[config.mk]
export PLATFORM = sky130hd
export DESIGN_NAME = lane_phase_scheduler
export DESIGN_NICKNAME = d
export VERILOG_FILES = /design/src/rtl/tlc_pkg.sv /design/src/rtl/lane_pick.sv /design/src/rtl/lane_phase_scheduler.sv
export SDC_FILE = /design/constraint.sdc
export NUM_CORES = 1
export LEC_CHECK = 0
export BUFFER_PORTS_ARGS = -buffer_cell sky130_fd_sc_hd__buf_2
export CAP_MARGIN = 40
export CORE_ASPECT_RATIO = 0.9
export CORE_MARGIN = 4
export CORE_UTILIZATION = 25
export DETAILED_ROUTE_END_ITERATION = 8
export PLACE_DENSITY_LB_ADDON = 0.25
export SYNTH_ARGS = -nofsm -noshare
export SYNTH_HDL_FRONTEND = slang
export SYNTH_SLANG_ARGS = --single-unit
[constraint.sdc]
create_clock -name CLK -period 10 [get_ports CLK]
set_input_delay 0.5 -clock CLK [delete_from_list [all_inputs] [get_ports CLK]]
set_output_delay 0.5 -clock CLK [all_outputs]
set_load 0.05 [all_outputs]
[src/rtl/tlc_pkg.sv]
// Shared definitions for the 4-lane junction phase sequencer.
//   - phase_e : FSM phase encoding (IDLE, GREEN, YELLOW, ALLRED)
//   - NLANE   : number of lanes at the junction
//   - DW      : density field width per lane
//   - LW      : lane index width
//   - lane_onehot / dens_at : small helpers shared by the top and the arbiter
package tlc_pkg;

  localparam int unsigned NLANE = 4;
  localparam int unsigned DW    = 2;
  localparam int unsigned LW    = 2;

  typedef enum logic [1:0] {
    ST_IDLE   = 2'd0,
    ST_GREEN  = 2'd1,
    ST_YELLOW = 2'd2,
    ST_ALLRED = 2'd3
  } phase_e;

  typedef logic [DW-1:0] dens_t;
  typedef logic [LW-1:0] lane_t;

  function automatic logic [NLANE-1:0] lane_onehot(input lane_t l);
    logic [NLANE-1:0] oh;
    oh    = '0;
    oh[l] = 1'b1;
    return oh;
  endfunction

  function automatic dens_t dens_at(input logic [NLANE*DW-1:0] v, input lane_t l);
    return v[l*DW +: DW];
  endfunction

endpackage

[src/rtl/lane_pick.sv]
// Combinational lane arbiter.
// Ports:
//   req_i   in  NLANE       requesting lanes
//   dens_i  in  NLANE*DW    packed per-lane density
//   skip_i  in  NLANE*SKW   packed per-lane skip counters
//   sel_i   in  LW          current/last green lane (round-robin origin)
//   excl_i  in  1           exclude sel_i unless it is the only requester
//   win_o   out LW          winning lane
//   valid_o out 1           at least one lane requests
// Order of precedence: starved lanes, then highest density, then round-robin
// starting at sel_i+1.
module lane_pick
  import tlc_pkg::*;
#(
  parameter int unsigned SKW      = 2,
  parameter int unsigned MAX_SKIP = 3
) (
  input  logic [NLANE-1:0]     req_i,
  input  logic [NLANE*DW-1:0]  dens_i,
  input  logic [NLANE*SKW-1:0] skip_i,
  input  lane_t                sel_i,
  input  logic                 excl_i,
  output lane_t                win_o,
  output logic                 valid_o
);

  logic [NLANE-1:0] others;
  logic [NLANE-1:0] cand;
  logic [NLANE-1:0] starved;
  logic [NLANE-1:0] pool;
  logic [NLANE-1:0] top;
  dens_t            maxd;
  lane_t            idx;
  logic             found;

  always_comb begin
    others  = req_i & ~lane_onehot(sel_i);
    cand    = (excl_i && (|others)) ? others : req_i;

    starved = '0;
    for (int unsigned i = 0; i < NLANE; i++) begin
      starved[i] = cand[i] && (skip_i[i*SKW +: SKW] == SKW'(MAX_SKIP));
    end
    pool = (|starved) ? starved : cand;

    maxd = '0;
    for (int unsigned i = 0; i < NLANE; i++) begin
      if (pool[i] && (dens_i[i*DW +: DW] > maxd)) maxd = dens_i[i*DW +: DW];
    end
    top = '0;
    for (int unsigned i = 0; i < NLANE; i++) begin
      top[i] = pool[i] && (dens_i[i*DW +: DW] == maxd);
    end

    // Scan sel+1, sel+2, ..., sel (index arithmetic wraps in LW bits).
    win_o = '0;
    found = 1'b0;
    idx   = '0;
    for (int unsigned k = 1; k <= NLANE; k++) begin
      idx = sel_i + lane_t'(k);
      if (!found && top[idx]) begin
        win_o = idx;
        found = 1'b1;
      end
    end

    valid_o = |req_i;
  end

endmodule

[src/rtl/lane_phase_scheduler.sv]
// Density-driven phase sequencer for a 4-lane junction.
// Ports:
//   CLK       in  1   system clock
//   RST_N     in  1   synchronous reset, active low
//   TICK      in  1   one-cycle timebase pulse; all durations count TICKs
//   REQ       in  4   lane i has waiting vehicles
//   DENS      in  8   2-bit density per lane, lane i = DENS[2i+1:2i]
//   SEL       out 2   current/last green lane (lane MUX select)
//   GREEN     out 4   one-hot or zero
//   YELLOW    out 4   one-hot or zero
//   RED       out 4   ~(GREEN|YELLOW)
//   PHASE_END out 1   one-cycle pulse when an ALLRED phase completes
module lane_phase_scheduler
  import tlc_pkg::*;
#(
  parameter int unsigned G_BASE   = 5,
  parameter int unsigned G_STEP   = 3,
  parameter int unsigned Y_T      = 2,
  parameter int unsigned AR_T     = 1,
  parameter int unsigned MAX_SKIP = 3,
  parameter int unsigned CW       = 6
) (
  input  logic                CLK,
  input  logic                RST_N,
  input  logic                TICK,
  input  logic [NLANE-1:0]    REQ,
  input  logic [NLANE*DW-1:0] DENS,
  output logic [LW-1:0]       SEL,
  output logic [NLANE-1:0]    GREEN,
  output logic [NLANE-1:0]    YELLOW,
  output logic [NLANE-1:0]    RED,
  output logic                PHASE_END
);

  localparam int unsigned SKW = $clog2(MAX_SKIP + 1);

  phase_e               state_q, state_d;
  lane_t                sel_q, sel_d;
  logic [CW-1:0]        timer_q, timer_d;
  logic [NLANE-1:0]     green_q, green_d;
  logic [NLANE-1:0]     yellow_q, yellow_d;
  logic [NLANE-1:0]     red_q, red_d;
  logic                 pe_q, pe_d;
  logic [NLANE*SKW-1:0] skip_q, skip_d;

  lane_t                win;
  logic                 pick_valid;
  logic                 do_pick;
  logic                 expired;

  function automatic logic [CW-1:0] green_load(input dens_t d);
    return CW'(G_BASE + G_STEP * 32'(d) - 1);
  endfunction

  // IDLE has no lane holding the junction, so nothing is excluded there.
  lane_pick #(
    .SKW      (SKW),
    .MAX_SKIP (MAX_SKIP)
  ) u_pick (
    .req_i   (REQ),
    .dens_i  (DENS),
    .skip_i  (skip_q),
    .sel_i   (sel_q),
    .excl_i  (state_q != ST_IDLE),
    .win_o   (win),
    .valid_o (pick_valid)
  );

  always_comb begin
    state_d  = state_q;
    sel_d    = sel_q;
    timer_d  = timer_q;
    green_d  = green_q;
    yellow_d = yellow_q;
    skip_d   = skip_q;
    pe_d     = 1'b0;
    do_pick  = 1'b0;
    expired  = TICK && (timer_q == '0);

    unique case (state_q)
      ST_IDLE: begin
        if (pick_valid) do_pick = 1'b1;
      end
      ST_GREEN: begin
        if (expired) begin
          if (|(REQ & ~lane_onehot(sel_q))) begin
            state_d  = ST_YELLOW;
            green_d  = '0;
            yellow_d = lane_onehot(sel_q);
            timer_d  = CW'(Y_T - 1);
          end else begin
            // Uncontested: keep the lane green with a freshly sampled density.
            timer_d = green_load(dens_at(DENS, sel_q));
          end
        end else if (TICK) begin
          timer_d = timer_q - CW'(1);
        end
      end
      ST_YELLOW: begin
        if (expired) begin
          state_d  = ST_ALLRED;
          yellow_d = '0;
          timer_d  = CW'(AR_T - 1);
        end else if (TICK) begin
          timer_d = timer_q - CW'(1);
        end
      end
      ST_ALLRED: begin
        if (expired) begin
          pe_d = 1'b1;
          if (pick_valid) do_pick = 1'b1;
          else            state_d = ST_IDLE;
        end else if (TICK) begin
          timer_d = timer_q - CW'(1);
        end
      end
      default: state_d = ST_IDLE;
    endcase

    if (do_pick) begin
      state_d  = ST_GREEN;
      sel_d    = win;
      green_d  = lane_onehot(win);
      yellow_d = '0;
      timer_d  = green_load(dens_at(DENS, win));
      for (int unsigned i = 0; i < NLANE; i++) begin
        if (REQ[i] && (lane_t'(i) != win)) begin
          if (skip_q[i*SKW +: SKW] != SKW'(MAX_SKIP))
            skip_d[i*SKW +: SKW] = skip_q[i*SKW +: SKW] + SKW'(1);
        end else begin
          skip_d[i*SKW +: SKW] = '0;
        end
      end
    end

    red_d = ~(green_d | yellow_d);
  end

  always_ff @(posedge CLK) begin
    if (!RST_N) begin
      state_q  <= ST_IDLE;
      sel_q    <= '0;
      timer_q  <= '0;
      green_q  <= '0;
      yellow_q <= '0;
      red_q    <= '1;
      pe_q     <= 1'b0;
      skip_q   <= '0;
    end else begin
      state_q  <= state_d;
      sel_q    <= sel_d;
      timer_q  <= timer_d;
      green_q  <= green_d;
      yellow_q <= yellow_d;
      red_q    <= red_d;
      pe_q     <= pe_d;
      skip_q   <= skip_d;
    end
  end

  assign SEL       = sel_q;
  assign GREEN     = green_q;
  assign YELLOW    = yellow_q;
  assign RED       = red_q;
  assign PHASE_END = pe_q;

endmodule
==> flow_summary.ini <==
[die]
fp.dieW_microns = 122
core-area_sq_mm = 0.0114
std_cell_rows = 37
die_area_sq_mm = 0.0134
start_util_pct = 25.6
ios = 30
die_h_microns = 110

[setup_path]
crit_top_cell = a21oi_1
cp_slowest_stage_delay_ns = 0.64
rr_worst_depth = 33
cp_max_fo = 17
crit_path_end_kind = register
cp_top_family = compound AO/OA/AOI/OAI gates
ff2ff_setup_slack_ns = 1.25
reg2reg_to = timer_q[3]
crit_cells = 33
r2r-start = SEL[0]
critPathKind = register to register
critPathArrivalTime_ns = 8.88
path_buf_inv = 1
slowest_stage = o311ai_0
cp-start-kind = register
critPathLaunch = SEL[0]
crit_end = timer_q[3]
worst_ep_required_time_ns = 10.13

[timing]
relSlewSlack_pct = 46.1
setup_ws_ns = 1.25
finalCritPeriodShare_pct = 87.5
fin_crit_ns = 8.75
hold_ws_ns = 0.477
clock_skew_ns = 0.00423
tns_ns = 0
clock.fmax_ghz = 0.114
tightestPinTransition_ns = 0.809
hold_viol_final = 0
rsz0062_at_grt = no
finalSetupViolations = 0
drv_slew = 0

[global_routing]
grt_first_pass_wirelength_microns = 15200
grt_max_degree = 25
grt-ovfl-total = 0
grt_pass1_vias = 2986
antenna_found_initial = 0
track_usage_pct = 14.0

[clock_tree]
htreeDepth = 2
cts_root_buf = clkbuf_16
clkLatencyLatePin_ns = 0.28
clockBufferDepth = 2
cts_tree = done
clk_pin_slew_ns = 0.05
clkSinkCount = 31
postCtsHoldBufs = 0
post_cts_buffers = 0
cts_resized = 0
numCtsBuffers = 5

[power]
swShare_pct = 52.2
combPwrFrac_pct = 66.2
switchingPower_uw = 583
ir_drop_mv = 0.131
intPower_uw = 533
power.share.clock_pct = 16.0
power_frac_seq_pct = 17.8
power.density_mw_per_mm2 = 329
power_leakage_nw = 1.32
total_power_mw = 1.12

[final_layout]
utilization_pct = 29.8
nFillCells = 1267
final_cell_area_sq_mm = 0.00339
drive_above_1_share_pct = 16.0
fin_cells = 557
num_antenna_cells = 0
multi_input_area_sq_mm = 0.00216
ff_latch_area_sq_um = 621
syn_to_final_growth_pct = 16.4
fin_nets = 437

[logic_synthesis]
ys_top_cells_by_area = dfxtp_1 21%, ha_1 9.5%, a21oi_1 5.0%, nand2_1 4.6%, nor2_1 3.4%
synth_top_area_share_pct = 21.3
synth_cell_types = 76
syn_inst = 372
netlist.top_cell.by_area = dfxtp_1
yosysWarnings = 0
ys_seq_area_share_pct = 21.3
ys.flop_type = dfxtp_1
syn-num-nets = 409
synth.avg_cell_area_sq_um = 7.82
syn-cell-area_sq_mm = 0.00291
async_flop_share_pct = 0
synth_edf_count = 0
synth-seq-cells = 31

[placement]
dpl-instance-area_sq_mm = 0.00321
dp_hpwl_microns = 7000
placedCellCount = 549
routabilityCongestion = 0.935
portBuffers = 29
place_ws_ns = 1.36

[detailed_routing]
ant_nets = 0
wl_per_cell_microns = 16.3
drtIter0Drc = 294
vias_per_cell = 5.50
routed_wl_microns = 9060
vias = 3065
drcViolationCount = 0
dr.pass1.iters = 6

[status]
status = completed

[run]
max_cap_viol_count = 0

[worst_hold_path]
hp-class = register to register
[layout make-up]
class	count	area share [%]
Clock buffer	6	4.10
Tap cell	156	5.76
Inverter	24	2.66
Timing Repair Buffer	30	4.43
Multi-Input combinational cell	308	63.7
Clock inverter	2	1.03
Sequential cell	31	18.3
[cell usage after synthesis (6+ instances only)]
cell	number
nand2b_1	9
or3_1	6
a21oi_1	29
inv_1	24
nor3_1	11
o21ai_0	16
nor2_1	26
ha_1	22
dfxtp_1	31
clkbuf_1	8
a31oi_1	6
nand2_1	36
nand3_1	9
and2_1	8
[kinds of logic (layout without fill, tap and decap cells)]
logic type | count (synthesis) | after routing | synth area share (%)
and+or+nand+nor | 147 | 147 | 27.5
AOI/OAI and AO/OA | 134 | 134 | 34.7
xor gates and xnor gates | 2 | 2 | 0.602
adders and majority gates | 22 | 22 | 9.46
DFF | 31 | 31 | 21.3
muxes | 3 | 3 | 1.89
buffers and inverters | 33 | 62 | 4.51
[cell usage in the layout, fill, tap and decap left out, types with 4 or more instances in the layout]
cell / count
a2111oi_0: 4
a211oi_1: 5
a21oi_1: 29
a31oi_1: 6
a32oi_1: 4
and2_1: 8
and3_1: 4
buf_2: 30
clkbuf_16: 5
dfxtp_1: 31
ha_1: 22
inv_1: 24
nand2_1: 36
nand2b_1: 9
nand3_1: 9
nand3b_1: 5
nand4_1: 5
nor2_1: 26
nor3_1: 11
nor4_1: 5
o211ai_1: 5
o21ai_0: 16
o21ai_1: 4
o31a_1: 4
o32ai_1: 4
or2_2: 5
or3_1: 6
[worst min path at each step]
stage	to	from	depth (start not counted)	slack [ns]
final	skip_q[5]	skip_q[5]	2	0.48
after global routing	skip_q[7]	skip_q[7]	2	0.52
after CTS	skip_q[5]	skip_q[5]	2	0.48
after detailed placement	skip_q[5]	skip_q[5]	2	0.47
after global placement	skip_q[7]	skip_q[7]	2	0.46
after floorplan	skip_q[5]	skip_q[5]	2	0.45
[power by group through the flow]
stage	Combinational [mW]	Sequential [mW]	Clock, mW
detailed placement	0.727	0.201	0
global route	0.829	0.206	0.189
global placement	0.724	0.199	0
finish	0.739	0.198	0.179
floorplan	0.519	0.240	0
CTS	0.732	0.198	0.182
[state kept, by name (all words and copies together), names as in the netlist]
signal,flops
GREEN,4
PHASE_END,1
SEL,2
state_q,2
skip_q,8
YELLOW,4
timer_q,6
RED,4
[worst register-to-register path: cells and delay by family, from the launching register on]
kind,cells,cell delay (ns)
fa+ha+maj,4,1.25
compound gates,21,5.13
flops,1,0.59
buf+inv,1,0.23
simple gates,7,1.42
[layer usage]
layer	track usage (%)	vias up	routed length, microns
li1	-	1491	-
met1	18.7	1470	4250
met2	23.0	94	4170
met3	3.78	10	520
met4	2.64	0	116
met5	0	-	0
No activity file was read; power rests on OpenSTA's default activity.
